$ cat config.mk
export PLATFORM = sky130hd
export DESIGN_NAME = muldiv_unit
export DESIGN_NICKNAME = d
export VERILOG_FILES = /design/src/rtl/muldiv_unit.sv
export SDC_FILE = /design/constraint.sdc
export NUM_CORES = 1
export LEC_CHECK = 0
export ABC_AREA = 0
export CORE_MARGIN = 5
export CORE_UTILIZATION = 50
export DETAILED_ROUTE_END_ITERATION = 6
export DONT_BUFFER_PORTS = 1
export PLACE_DENSITY = 0.61
export SLEW_MARGIN = 10
export SYNTH_ARGS = -nofsm -noshare
export SYNTH_HDL_FRONTEND = slang
export SYNTH_SLANG_ARGS = --single-unit
$ cat constraint.sdc
create_clock -name clk -period 5.4 [get_ports clk]
set_input_delay 1.62 -clock clk [delete_from_list [all_inputs] [get_ports clk]]
set_output_delay 1.62 -clock clk [all_outputs]
set_load 0.01 [all_outputs]
$ cat src/rtl/muldiv_unit.sv
// Iterative unsigned multiply/divide unit placed after the register file.
// One operation takes WIDTH compute edges plus one writeback cycle. The
// result is presented on the register file write port (we/wr/wd). The upper
// product half or the remainder goes to hi, and divide-by-zero is flagged on dz.
module muldiv_unit #(
  parameter int WIDTH = 8,
  parameter int AW    = 2
) (
  input  logic             clk,
  input  logic             rst_n,
  input  logic             start,
  input  logic             op,
  input  logic [WIDTH-1:0] a,
  input  logic [WIDTH-1:0] b,
  input  logic [AW-1:0]    dest,
  output logic             busy,
  output logic             done,
  output logic             we,
  output logic [AW-1:0]    wr,
  output logic [WIDTH-1:0] wd,
  output logic [WIDTH-1:0] hi,
  output logic             dz
);

  localparam int CW = (WIDTH > 1) ? $clog2(WIDTH) : 1;
  localparam logic [CW-1:0] LAST = CW'(WIDTH - 1);

  typedef enum logic [1:0] {
    S_IDLE = 2'd0,
    S_RUN  = 2'd1,
    S_WB   = 2'd2
  } state_t;

  state_t               state_q, state_d;
  logic [CW-1:0]        count_q, count_d;
  logic                 op_q, op_d;
  logic [WIDTH-1:0]     a_q, a_d;
  logic [WIDTH-1:0]     b_q, b_d;
  logic [AW-1:0]        dest_q, dest_d;
  // Shared datapath: {partial product, multiplier} or {remainder, quotient}.
  logic [2*WIDTH-1:0]   acc_q, acc_d;
  logic [AW-1:0]        wr_q, wr_d;
  logic [WIDTH-1:0]     wd_q, wd_d;
  logic [WIDTH-1:0]     hi_q, hi_d;
  logic                 dz_q, dz_d;

  logic [WIDTH:0]       mul_sum;
  logic [WIDTH:0]       div_rem;
  logic [WIDTH:0]       div_diff;
  logic [2*WIDTH-1:0]   step_acc;
  logic                 div_zero;

  // State and datapath registers; reset aborts any operation at once.
  always_ff @(posedge clk or negedge rst_n) begin
    if (!rst_n) begin
      state_q <= S_IDLE;
      count_q <= '0;
      op_q    <= 1'b0;
      a_q     <= '0;
      b_q     <= '0;
      dest_q  <= '0;
      acc_q   <= '0;
      wr_q    <= '0;
      wd_q    <= '0;
      hi_q    <= '0;
      dz_q    <= 1'b0;
    end else begin
      state_q <= state_d;
      count_q <= count_d;
      op_q    <= op_d;
      a_q     <= a_d;
      b_q     <= b_d;
      dest_q  <= dest_d;
      acc_q   <= acc_d;
      wr_q    <= wr_d;
      wd_q    <= wd_d;
      hi_q    <= hi_d;
      dz_q    <= dz_d;
    end
  end

  // One iteration of shift-add multiply or restoring divide.
  always_comb begin
    mul_sum  = {1'b0, acc_q[2*WIDTH-1:WIDTH]} + (acc_q[0] ? {1'b0, a_q} : '0);
    div_rem  = {acc_q[2*WIDTH-1:WIDTH], acc_q[WIDTH-1]};
    div_diff = div_rem - {1'b0, b_q};
    div_zero = (b_q == '0);
    if (op_q) begin
      // Negative trial difference means restore (keep shifted remainder).
      if (div_diff[WIDTH])
        step_acc = {div_rem[WIDTH-1:0], acc_q[WIDTH-2:0], 1'b0};
      else
        step_acc = {div_diff[WIDTH-1:0], acc_q[WIDTH-2:0], 1'b1};
    end else begin
      step_acc = {mul_sum, acc_q[WIDTH-1:1]};
    end
  end

  // Next-state logic: capture on start, iterate in RUN, result on WB entry.
  always_comb begin
    state_d = state_q;
    count_d = count_q;
    op_d    = op_q;
    a_d     = a_q;
    b_d     = b_q;
    dest_d  = dest_q;
    acc_d   = acc_q;
    wr_d    = wr_q;
    wd_d    = wd_q;
    hi_d    = hi_q;
    dz_d    = dz_q;
    case (state_q)
      S_IDLE: begin
        if (start) begin
          op_d    = op;
          a_d     = a;
          b_d     = b;
          dest_d  = dest;
          count_d = '0;
          // Multiply shifts the multiplier out of the low half; divide
          // shifts the dividend out of the low half.
          acc_d   = op ? {{WIDTH{1'b0}}, a} : {{WIDTH{1'b0}}, b};
          state_d = S_RUN;
        end
      end
      S_RUN: begin
        acc_d   = step_acc;
        count_d = count_q + CW'(1);
        if (count_q == LAST) begin
          state_d = S_WB;
          wr_d    = dest_q;
          if (op_q && div_zero) begin
            wd_d = '1;
            hi_d = a_q;
            dz_d = 1'b1;
          end else begin
            wd_d = step_acc[WIDTH-1:0];
            hi_d = step_acc[2*WIDTH-1:WIDTH];
            dz_d = 1'b0;
          end
        end
      end
      S_WB: begin
        state_d = S_IDLE;
      end
      default: begin
        state_d = S_IDLE;
      end
    endcase
  end

  // Status and write port decoded from registered state only.
  always_comb begin
    busy = (state_q != S_IDLE);
    we   = (state_q == S_WB);
    done = (state_q == S_WB);
    wr   = wr_q;
    wd   = wd_q;
    hi   = hi_q;
    dz   = dz_q;
  end

endmodule

Word-level counts from Yosys, hierarchy flattened:

Index checks and enable logic that the tools add are counted.

* word-level logic and storage cells: 42
* register bits after elaboration: 59

* mux-type cells: 14
* reduce and logical (&&, ||, !) cells: 9
* equal/unequal tests: 5
* add/subtract/negate cells: 3

Operators with widths (count)
* two-way mux 16 bit: 3
* two-way mux 8 bit: 4
* case mux 16 bit (2 select lines): 1
* adder 8 x 8 -> 9 bit: 1
* subtractor 9 x 8 -> 9 bit: 1
* zero test 8 bit: 1
* AND reduction 2 bit: 4
* case mux 3 bit (2 select lines): 1
* two-way mux 2 bit: 2
* != test 2 bit, second input constant: 2
* case mux 2 bit (2 select lines): 1
* nonzero test 2 bit: 2
* adder 3 x 1 -> 3 bit, second input constant: 1
* equality test 3 bit, second input constant: 1
* two-way mux 3 bit: 1
* equality test 2 x 1 -> 1 bit, second input constant: 1
* equality test 2 bit, second input constant: 1
* zero test 2 bit: 1
* logical AND 1 bit: 1
* two-way mux 1 bit: 1

Depth between registers and ports, before layout:

* depth in word-level cells: 4
* mapped depth: 11
* depth with buffers taken out: 10

Least setup slack after synthesis:

OpenSTA, ideal clock, no wires.

* path kind: input to register
* start: input port op
* end: register acc_q[0]
* library setup time: 142 ps
* stages on the path: 3
* slack: 2924 ps
* data arrival time: 2333 ps
* data required time: 5258 ps
* path through: clkbuf_1 > mux2i_1 > o221ai_1

* word-level cells in the longest chain between the ends: 3

Ends and longest elaborated chain
* start, declared: line 12 `input logic op,`
* two-way mux 8 bit: line 122 `acc_d = op ? {{WIDTH{1'b0}}, a} : {{WIDTH{1'b0}}, b};`
* two-way mux 16 bit: line 114 `if (start) begin`
* case mux 16 bit (2 select lines): line 112 `case (state_q)`
* end signal, assigned: line 62 `acc_q <= '0;`
* end signal, assigned: line 74 `acc_q <= acc_d;`
* end, declared: line 41 `logic [2*WIDTH-1:0] acc_q, acc_d;`

Every way passes these cells. The select of a mux whose other input is x is not followed.
A chain may end at the register's enable or synchronous reset.

Worst setup path in the final report:

* start: register op_q
* end: register hi_q[0], in the netlist hi[0]

* word-level cells in the longest chain between the ends: 2
* elaborated cells between the ends (all ways): 3
* classes of those cells: mux (2); reduce/logical (1)

Ends and longest elaborated chain
* start, declared: line 36 `logic op_q, op_d;`
* start signal, assigned: line 70 `op_q <= op_d;`
* two-way mux 16 bit or logical AND 1 bit (tied branches): line 88, 132
* two-way mux 8 bit (*): line 132 `if (op_q && div_zero) begin`
* end signal, assigned: line 77 `hi_q <= hi_d;`
* end, declared: line 44 `logic [WIDTH-1:0] hi_q, hi_d;`

Every way passes the cells marked *; elsewhere a longest branch is shown, timed or not.

==> qor.yml <==
vdd_drop_max_uv: 368
antenna_cells: 0
post_cts_buffers: 0
clk_pin_slew_ns: 0.07
fin_setup_tns_ns: 0
rsz0062_at_grt: "false"
track_usage: 0.225
period_share: 0.607
drv_slew: 0
drt_iter0_drc: 166
die_h_um: 93.9
p_int_uw: 1430
layout_common_cells: "nand2_1 (74), dfrtp_1 (59), nor2_1 (31)"
swShare: 0.479
cts_resized: 0
syn_to_final_growth_pct: 6.26
cts_hold_buf: 0
stdcell_area_um2: 3740
worst_pin_slew_ns: 1.01
drv_cap: 0
first_global_vias: 2729
netlist_instances: 398
period_minus_slack_ns: 3.28
crit_type: "register to register"
synth_area_um2: 3520
io_buffers: 0
cts_buffer_depth: 2
coreArea_um2: 6830
clock_skew_ns: 0.00919
die-area_um2: 8810
num_rows: 30
p_switching_uw: 1320
root_buffer: "clkbuf_8"
dr.pass1.iters: 4
max_slew_margin: 0.325
nets: 434
ys_types: 53
clock-sinks: 59
hold_viol: 0
top_level_ports: 44
p_comb_frac: 0.541
p_seq_frac: 0.328
final_common_cell: "nand2_1"
hp-class: "register to register"
synth_edf_count: 0
p_clk_frac: 0.131
startpoint_type: "register"
instances_no_fill: 492
setup_viol: 0
cts.htree.levels: 3
via_count: 2803
synth_top_area_share: 0.420
required_ns: 5.60
viasPerCell: 5.70
start_util: 0.515
synth_area_leaders: "dfrtp_1 (42%), nand2_1 (7.9%), ha_1 (6.4%)"
antenna_found_initial: 0
fin_util: 0.547
status: "completed"
yosys_warnings: 0
dp_hpwl_um: 6750
cts_tree: "done"
numCtsBuffers: 9
grt_max_degree: 60
crit_arrival_ns: 3.48
grt_overflow: 0
wl_per_cell_um: 18.8
endpoint_kind: "register"
setup_ws_ns: 2.12
powerDensity_nw_per_um2: 736
r2r_slack_ns: 2.12
cp_max_fo: 24
wl_um: 9230
drtAntennaViolNets: 0
ys.flop_type: "dfrtp_1"
grt_pass1_wl_um: 15000
die_x_um: 93.9
routabilityCongestion: 0.807
ys_seq_area_frac: 0.420
fmax_ghz: 0.305
ys_seq_elements: 59
avgSynthCellArea_um2: 8.83
pre_cts_ws_ns: 2.19
p_leak_uw: 0.00167
synthArstFlopShare: 1.00
drc: 0
dpl_cell_area_um2: 3570
synth_nets: 440
synth_largest_area_cell: "dfrtp_1"
drive_gt1_frac: 0.0682
place_inst: 477
insertion_delay_ns: 0.34
## synth_stat cells (all sizes together) (8+ instances only)
master  count
o21ai      30
clkbuf     14
a21oi      23
a31oi      16
inv        16
dfrtp      59
nor2       31
o221ai      8
nand2      75
and2       11
mux2i      16
ha         18
## cell families (layout without fill, tap and decap cells)
group                      count (synthesis)  count (layout)  synth area share
adders and majority gates                 20              20            0.0754
xor gates and xnor gates                   9               9            0.0224
AOI/OAI and AO/OA                        102             102             0.190
and+or+nand+nor                          154             154             0.200
muxes                                     17              17            0.0498
buffers and inverters                     37              35            0.0427
DFF                                       59              59             0.420
## critical path, stage by stage (launching register included)
cell	delay [ns]
dfrtp_1	0.96
clkinv_1	0.56
nor2_1	0.25
nand4_1	0.64
or3_1	0.58
o21ai_0	0.09
a21oi_1	0.07
## path summary, 6_finish.rpt
| check | from | end | cells past startpoint |
|---|---|---|---|
| setup reg to reg | op_q | hi[0] | 6 |
| setup / recovery | op_q | hi[0] | 6 |
| hold reg to reg | dest_q[0] | wr[0] | 2 |
| max in group asynchronous | rst_n | count_q[0] | 0 |
| min in group asynchronous | rst_n | acc_q[12] | 0 |
| hold / removal | dest_q[0] | wr[0] | 2 |
## flip-flops by register name, summed over array words and instances (netlist names)
register and cells:
a_q 8, acc_q 16, b_q 8, count_q 3
dest_q 2, dz 1, hi 8, op_q 1
state_q 2, wd 8, wr 2
## power by group through the flow
stage | Combinational, µW | Sequential, µW | Clock, µW
finish | 1490 | 901 | 360
global route | 1700 | 933 | 384
CTS | 1480 | 904 | 364
detailed placement | 1480 | 913 | 0
global placement | 1450 | 907 | 0
floorplan | 1240 | 809 | 0
## layout make-up
cell class / count / area (µm²)
Fill cell: 653 / 3100
Multi-Input combinational cell: 302 / 1890
Sequential cell: 59 / 1480
Clock buffer: 10 / 138
Tap cell: 96 / 120
Inverter: 18 / 67.6
Clock inverter: 5 / 30.0
Timing Repair Buffer: 2 / 15.0
## metal layers
metal,GRT usage,wire length [µm]
met1,0.333,4380
met2,0.334,4190
met3,0.0521,588
met4,0.0469,63
met5,0,0
## stage by stage
stage	total power, µW	hold WS, ns
after CTS	2750	0.472
after floorplan	2050	0.439
after global routing	3020	0.496
after global placement	2360	0.453
after detailed placement	2390	0.455
final	2750	0.473
Note: power is estimated with default switching activity, not from simulation.
